==> src/rtl/dac_pkg.sv <==
// Shared types for the FIR output stage and the serial DAC link.
package dac_pkg;

  typedef logic signed [15:0] sample_t;

  typedef enum logic [1:0] {
    IDLE,
    SHIFT,
    GAP
  } dac_state_t;

  localparam int FRAME_BITS = 16;

endpackage

==> src/rtl/dac_serialiser_if.sv <==
// Sample handshake from the FIR plus the three-wire DAC link and status flags.
interface dac_serialiser_if;
  import dac_pkg::*;

  sample_t in;
  logic    input_ready;
  logic    sclk;
  logic    sdata;
  logic    sync_n;
  logic    overflow;
  logic    busy;

  modport master (
    output in, input_ready,
    input  sclk, sdata, sync_n, overflow, busy
  );

  modport slave (
    input  in, input_ready,
    output sclk, sdata, sync_n, overflow, busy
  );

endinterface

==> src/rtl/dac_serialiser_fifo.sv <==
// sample_fifo: synchronous circular buffer of filtered samples.
module sample_fifo
  import dac_pkg::*;
#(
  parameter int DEPTH = 4
) (
  input  logic    ck,
  input  logic    rst,
  input  logic    push,
  input  logic    pop,
  input  sample_t din,
  output sample_t dout,
  output logic    full,
  output logic    empty
);

  localparam int AW = (DEPTH > 1) ? $clog2(DEPTH) : 1;
  localparam int CW = AW + 1;

  sample_t         mem [DEPTH];
  logic [AW-1:0]   wr_ptr;
  logic [AW-1:0]   rd_ptr;
  logic [CW-1:0]   count;

  always_ff @(posedge ck) begin
    if (push) mem[wr_ptr] <= din;
  end

  // Pointers wrap naturally because DEPTH is a power of two; count separates full from empty.
  always_ff @(posedge ck) begin
    if (rst) begin
      wr_ptr <= '0;
      rd_ptr <= '0;
      count  <= '0;
    end else begin
      if (push) wr_ptr <= wr_ptr + AW'(1);
      if (pop)  rd_ptr <= rd_ptr + AW'(1);
      case ({push, pop})
        2'b10:   count <= count + CW'(1);
        2'b01:   count <= count - CW'(1);
        default: ;
      endcase
    end
  end

  assign dout  = mem[rd_ptr];
  assign full  = (count == CW'(DEPTH));
  assign empty = (count == '0);

endmodule

==> src/rtl/dac_serialiser.sv <==
// dac_serialiser: buffers FIR samples and shifts them MSB-first to a serial DAC.
// Define DAC_SERIALISER_OFFSET_BINARY_EN to send offset-binary instead of two's complement.
module dac_serialiser
  import dac_pkg::*;
#(
  parameter int DEPTH   = 4,
  parameter int CLK_DIV = 4
) (
  input logic             ck,
  input logic             rst,
  dac_serialiser_if.slave bus
);

  localparam int             PW         = (CLK_DIV > 1) ? $clog2(CLK_DIV) : 1;
  localparam logic [PW-1:0]  PHASE_LAST = PW'(CLK_DIV - 1);
  localparam logic [3:0]     BIT_LAST   = 4'(FRAME_BITS - 1);

  dac_state_t    state_q, state_d;
  logic [PW-1:0] phase_q;
  logic          half_q;
  logic [3:0]    bit_q;
  logic [15:0]   shift_q;
  logic [15:0]   load_word;
  sample_t       fifo_dout;
  logic          fifo_full, fifo_empty;
  logic          push, pop, phase_end;
  logic          sclk_q, sdata_q, sync_n_q, overflow_q;

  // A pop frees a slot in the same cycle, so a full FIFO still accepts alongside a pop.
  assign push      = bus.input_ready & (~fifo_full | pop);
  assign phase_end = (phase_q == PHASE_LAST);

  sample_fifo #(.DEPTH(DEPTH)) u_fifo (
    .ck    (ck),
    .rst   (rst),
    .push  (push),
    .pop   (pop),
    .din   (bus.in),
    .dout  (fifo_dout),
    .full  (fifo_full),
    .empty (fifo_empty)
  );

`ifdef DAC_SERIALISER_OFFSET_BINARY_EN
  assign load_word = {~fifo_dout[15], fifo_dout[14:0]};
`else
  assign load_word = fifo_dout;
`endif

  always_ff @(posedge ck) begin
    if (rst) state_q <= IDLE;
    else     state_q <= state_d;
  end

  always_comb begin
    state_d = state_q;
    pop     = 1'b0;
    case (state_q)
      IDLE: begin
        if (!fifo_empty) begin
          pop     = 1'b1;
          state_d = SHIFT;
        end
      end
      SHIFT: begin
        if (phase_end && half_q && (bit_q == BIT_LAST)) state_d = GAP;
      end
      GAP: begin
        if (phase_end) state_d = IDLE;
      end
      default: state_d = IDLE;
    endcase
  end

  // half_q selects the low/high half of each bit; shifting happens on the high-to-low transition.
  always_ff @(posedge ck) begin
    if (rst) begin
      phase_q <= '0;
      half_q  <= 1'b0;
      bit_q   <= '0;
      shift_q <= '0;
    end else begin
      case (state_q)
        IDLE: begin
          phase_q <= '0;
          half_q  <= 1'b0;
          bit_q   <= '0;
          if (pop) shift_q <= load_word;
        end
        SHIFT: begin
          phase_q <= phase_end ? '0 : phase_q + PW'(1);
          if (phase_end) begin
            half_q <= ~half_q;
            if (half_q) begin
              shift_q <= {shift_q[14:0], 1'b0};
              bit_q   <= bit_q + 4'd1;
            end
          end
        end
        GAP: begin
          phase_q <= phase_end ? '0 : phase_q + PW'(1);
        end
        default: ;
      endcase
    end
  end

  // Link pins are registered together so sdata and sclk always move on the same edge.
  always_ff @(posedge ck) begin
    if (rst) begin
      sclk_q     <= 1'b0;
      sdata_q    <= 1'b0;
      sync_n_q   <= 1'b1;
      overflow_q <= 1'b0;
    end else begin
      sclk_q   <= (state_q == SHIFT) & half_q;
      sdata_q  <= (state_q == SHIFT) & shift_q[15];
      sync_n_q <= (state_q != SHIFT);
      if (bus.input_ready & fifo_full & ~pop) overflow_q <= 1'b1;
    end
  end

  assign bus.sclk     = sclk_q;
  assign bus.sdata    = sdata_q;
  assign bus.sync_n   = sync_n_q;
  assign bus.overflow = overflow_q;
  assign bus.busy     = (state_q != IDLE) | ~fifo_empty;

endmodule

==> src/flat_wrapper.sv <==
// flat-port wrapper written by rule: the top's interface ports become plain ports
module dac_serialiser_flat import dac_pkg::*;
#(
  parameter int DEPTH   = 4,
  parameter int CLK_DIV = 4
)
  (ck, rst, bus_in, bus_input_ready, bus_sclk, bus_sdata, bus_sync_n, bus_overflow, bus_busy);
  dac_serialiser_if bus_i ();
  input logic ck;
  input logic rst;
  input wire logic [$bits(bus_i.in)-1:0] bus_in;
  input wire logic [$bits(bus_i.input_ready)-1:0] bus_input_ready;
  output wire logic [$bits(bus_i.sclk)-1:0] bus_sclk;
  output wire logic [$bits(bus_i.sdata)-1:0] bus_sdata;
  output wire logic [$bits(bus_i.sync_n)-1:0] bus_sync_n;
  output wire logic [$bits(bus_i.overflow)-1:0] bus_overflow;
  output wire logic [$bits(bus_i.busy)-1:0] bus_busy;
  assign bus_i.in = bus_in;
  assign bus_i.input_ready = bus_input_ready;
  assign bus_sclk = bus_i.sclk;
  assign bus_sdata = bus_i.sdata;
  assign bus_sync_n = bus_i.sync_n;
  assign bus_overflow = bus_i.overflow;
  assign bus_busy = bus_i.busy;
  dac_serialiser #(.DEPTH(DEPTH), .CLK_DIV(CLK_DIV)) u_core (.ck(ck), .rst(rst), .bus(bus_i));
endmodule
==> config.mk <==
export PLATFORM = sky130hd
export DESIGN_NAME = dac_serialiser_flat
export DESIGN_NICKNAME = d
export VERILOG_FILES = /design/src/rtl/dac_pkg.sv /design/src/rtl/dac_serialiser_if.sv /design/src/rtl/dac_serialiser_fifo.sv /design/src/rtl/dac_serialiser.sv /design/src/flat_wrapper.sv
export SDC_FILE = /design/constraint.sdc
export NUM_CORES = 1
export LEC_CHECK = 0
export BUFFER_PORTS_ARGS = -buffer_cell sky130_fd_sc_hd__buf_4
export CAP_MARGIN = 20
export CORE_ASPECT_RATIO = 2
export CORE_MARGIN = 2
export CORE_UTILIZATION = 55
export DETAILED_ROUTE_END_ITERATION = 10
export MAX_ROUTING_LAYER = met4
export PLACE_DENSITY = 0.83
export SKIP_LAST_GASP = 1
export SYNTH_ARGS = -nofsm -noshare
export SYNTH_HDL_FRONTEND = slang
export SYNTH_HIERARCHICAL = 1
export SYNTH_SLANG_ARGS = --single-unit
==> constraint.sdc <==
create_clock -name ck -period 2.95 [get_ports ck]
set_input_delay 0.4425 -clock ck [delete_from_list [all_inputs] [get_ports ck]]
set_output_delay 0.4425 -clock ck [all_outputs]
set_load 0.005 [all_outputs]
==> summary.txt <==
STA
  – Total negative slack: 0 ps
  – Setup WS post-layout: 398 ps
  – Worst Tran Pin Value: 768 ps
  – Final setup fails: 0
  – Slew Limit Fails: 0
  – Slew headroom: 0.487
  – Unrepaired setup endpoints after global routing: false
  – Fmax: about 390 MHz
  – Clock skew: between 7 and 8 ps
  – Crit share post-route: 0.865
  – Final min period: 2550 ps
  – Final Hold Violating Endpoints: 0

Logic synthesis
  – Yosys top cell by area: edfxtp_1
  – Register area share after synthesis: 0.629
  – Dominant synthesized flop cell: edfxtp_1
  – Post-Syn Area: 0.00427 sq mm
  – Post-synth cell types: 42
  – Synth top area cells: edfxtp_1 45%, dfxtp_1 18%, mux4_2 5.3%, a211oi_2 4.4%, mux2i_1 3.8%
  – Post-synthesis net count: 309
  – EDFF count, synth: 64
  – Area share of the largest cell type after synthesis: 0.451
  – Synthesis-stage register bit count: 102
  – Syn avg cell area: 15.3 sq um
  – Yosys warns: 6
  – Synth Instances: approximately 280
  – Async SR Flop Fraction: 0

Worst setup path
  – Register-to-register setup slack: 400 ps
  – Crit path cell chain: inv_1 > ha_1 > nand2b_1 > a21boi_0 > buf_4 > inv_1 > ha_1 > inv_1 > fa_1 > xor2_1 > or3_1 > a21oi_1
  – Slowest-stage cell, CP: fa_1
  – Arr. time, crit path: 2810 ps
  – WS Path Type: flip-flop to flip-flop
  – Worst r2r src: u_core/state_q[0]$_SDFFE_PP0P_
  – Worst path required time: 3210 ps
  – CP max stage delay: around 370 ps
  – Worst r2r dst: u_core/u_fifo/count[2]$_SDFFE_PP0P_
  – Crit Path Max Fanout: 7
  – Most used cell, CP: inv_1
  – Crit end category: flip-flop
  – Reg2reg path depth: 12
  – Kind of start point of the critical path: flip-flop

Clock network
  – Hold_buf cts: 0
  – Setup Fix Bufs, Post-CTS: 0
  – CTS tree: done
  – Clk buf depth: 2
  – Post-CTS sizing: 0
  – Clock Pin Slew Worst Setup and Hold Paths: roughly 70 ps
  – H-tree levels: 3
  – Sink Count: 102
  – Num CTS Buffers: 9
  – Latest clock arrival within the worst-skew pair: 340 ps
  – Root Driver: clkbuf_16

Min path
  – Worst Hold Class: primary input to flip-flop
  – Hold_sp: bus_in[14]
  – Worst hold endpoint: u_core/u_fifo/mem[0][14]$_DFFE_PP_
  – Worst Hold Path Cells: 1

Detailed routing
  – Final WL: between 6 and 7 mm
  – Drt initial violations: 129
  – Post-route ant nets: 0
  – Wire length per cell: 16.7 um
  – Via count: ~2300
  – # DRC: 0
  – Drt first pass iters: 4
  – Vias per std cell: 5.68

Cells and area
  – Most frequent cells in the layout: 64 x edfxtp_1, 38 x dfxtp_1, 31 x buf_4
  – Share of cells above drive strength 1: 0.283
  – Most common cell after layout, fill and taps aside: edfxtp_1
  – N_diodes: 0
  – Filler instances: 549
  – Area delta synth->final: 13.1%
  – Nets: 337

Global route
  – Initial antenna violation count: 0
  – Vias in the first global route: around 2300
  – Grt ovf: 0
  – Largest net degree at the start of global routing: 36
  – Tot GR Track Use: 0.186
  – Global-route wire length before repair: 11.2 mm

Floorplanning
  – Chip Width: 66.3 um
  – Core area: 0.00754 sq mm
  – Initial Utilization: 0.565
  – I/O pins: 24
  – Die H: 129 um
  – # rows: 45
  – Die area: roughly 0.0085 sq mm

Pwr
  – Peak VDD IR: approximately 0.00064 V
  – Pwr per Cell Area: just over 900 mW/mm^2
  – Lkg Pwr: 1.71 nW

Outcome
  – Status: finished clean

Run
  – MaxCap Viol Count: 0

Placement
  – Gp weighted congestion: 0.784
  – Dpl hpwl: 4.41 mm
  – I/O Buffers: 23
  – Dpl ws: 484 ps
[per-layer routing]
layer | wire, um | share of wire | track usage | vias to the layer above
met5 | 0 | 0 | - | -
met1 | 2640 | 0.39 | 0.195 | 1164
met2 | 3780 | 0.56 | 0.315 | 34
met4 | 168 | 0.025 | 0.0960 | 0
li1 | - | - | - | 1090
met3 | 186 | 0.027 | 0.0463 | 11
[critical path, delay by kind of cell (launching register included)]
family / cells / cell delay (ps)
simple gates: 2 / 470
flops: 1 / 360
xor+xnor: 1 / 160
buf+inv: 4 / 370
compound gates: 2 / 290
fa+ha+maj: 3 / 800
[flip-flops by register name, summed over array words and instances (netlist names), named ones only]
register and count:
u_core/bus.sdata 1, u_core/u_fifo/wr_ptr 2, u_core/phase_q 2, u_core/u_fifo/rd_ptr 2, u_core/shift_q 16, u_core/u_fifo/mem 64
u_core/state_q 2, u_core/bus.sync_n 1, u_core/bus.sclk 1, u_core/bit_q 4, u_core/bus.overflow 1, u_core/u_fifo/count 3
u_core/half_q 1
[power by group]
| group | internal [mW] | switching [mW] | total, mW |
|---|---|---|---|
| combinational | 0.582 | 0.738 | 1.32 |
| sequential | 1.74 | 0.127 | 1.87 |
| clock | 0.741 | 0.469 | 1.21 |
[cell type report]
type	instances	area, sq um	area share
multi-input combinational	149	1430	0.296
clock buffer	10	229	0.0475
sequential	102	2680	0.556
tap	94	118	0.0244
inverter	13	48.8	0.0101
timing repair buffer	31	233	0.0482
clock inverter	6	85.1	0.0176
[cell families after synthesis]
group	Yosys count	share of synthesized area
buffers and inverters	27	0.0361
xor gates and xnor gates	7	0.0144
AOI/OAI and AO/OA	36	0.0763
DFF	102	0.629
muxes	34	0.133
adders and majority gates	12	0.0370
and+or+nand+nor	60	0.0748
[cell usage after synthesis, types with 5 or more instances]
| master | number |
|---|---|
| nor2_1 | 19 |
| dfxtp_1 | 38 |
| buf_2 | 5 |
| mux4_2 | 10 |
| inv_1 | 13 |
| ha_1 | 11 |
| mux2i_1 | 16 |
| and2_1 | 5 |
| nor2_2 | 15 |
| a211oi_2 | 15 |
| mux4_1 | 6 |
| edfxtp_1 | 64 |
| a21oi_1 | 9 |
[metrics by stage]
step	util	instance area, sq um	power, mW	cells	hold slack [ps]
2_1_floorplan	-	4270	2.99	278	420
5_1_grt	0.639	4820	4.63	405	291
6_report	0.639	4820	4.40	405	303
3_5_place_dp	0.598	4510	3.21	389	440
3_3_place_gp	0.598	4510	3.15	389	435
4_1_cts	0.639	4820	4.43	405	292
[worst max path at each step]
| stage | from | endpoint | slack [ps] | cells past startpoint |
|---|---|---|---|---|
| after global routing | u_core/state_q[0]$_SDFFE_PP0P_ | u_core/u_fifo/count[2]$_SDFFE_PP0P_ | 250 | 12 |
| after global placement | u_core/state_q[0]$_SDFFE_PP0P_ | u_core/u_fifo/count[2]$_SDFFE_PP0P_ | 630 | 12 |
| after CTS | u_core/state_q[0]$_SDFFE_PP0P_ | u_core/u_fifo/count[2]$_SDFFE_PP0P_ | 400 | 12 |
| after floorplan | u_core/state_q[0]$_SDFFE_PP0P_ | u_core/u_fifo/count[2]$_SDFFE_PP0P_ | 680 | 11 |
| after detailed placement | u_core/state_q[0]$_SDFFE_PP0P_ | u_core/u_fifo/count[2]$_SDFFE_PP0P_ | 480 | 12 |
| final | u_core/state_q[0]$_SDFFE_PP0P_ | u_core/u_fifo/count[2]$_SDFFE_PP0P_ | 400 | 12 |
Note: power is estimated with default switching activity, not from simulation.
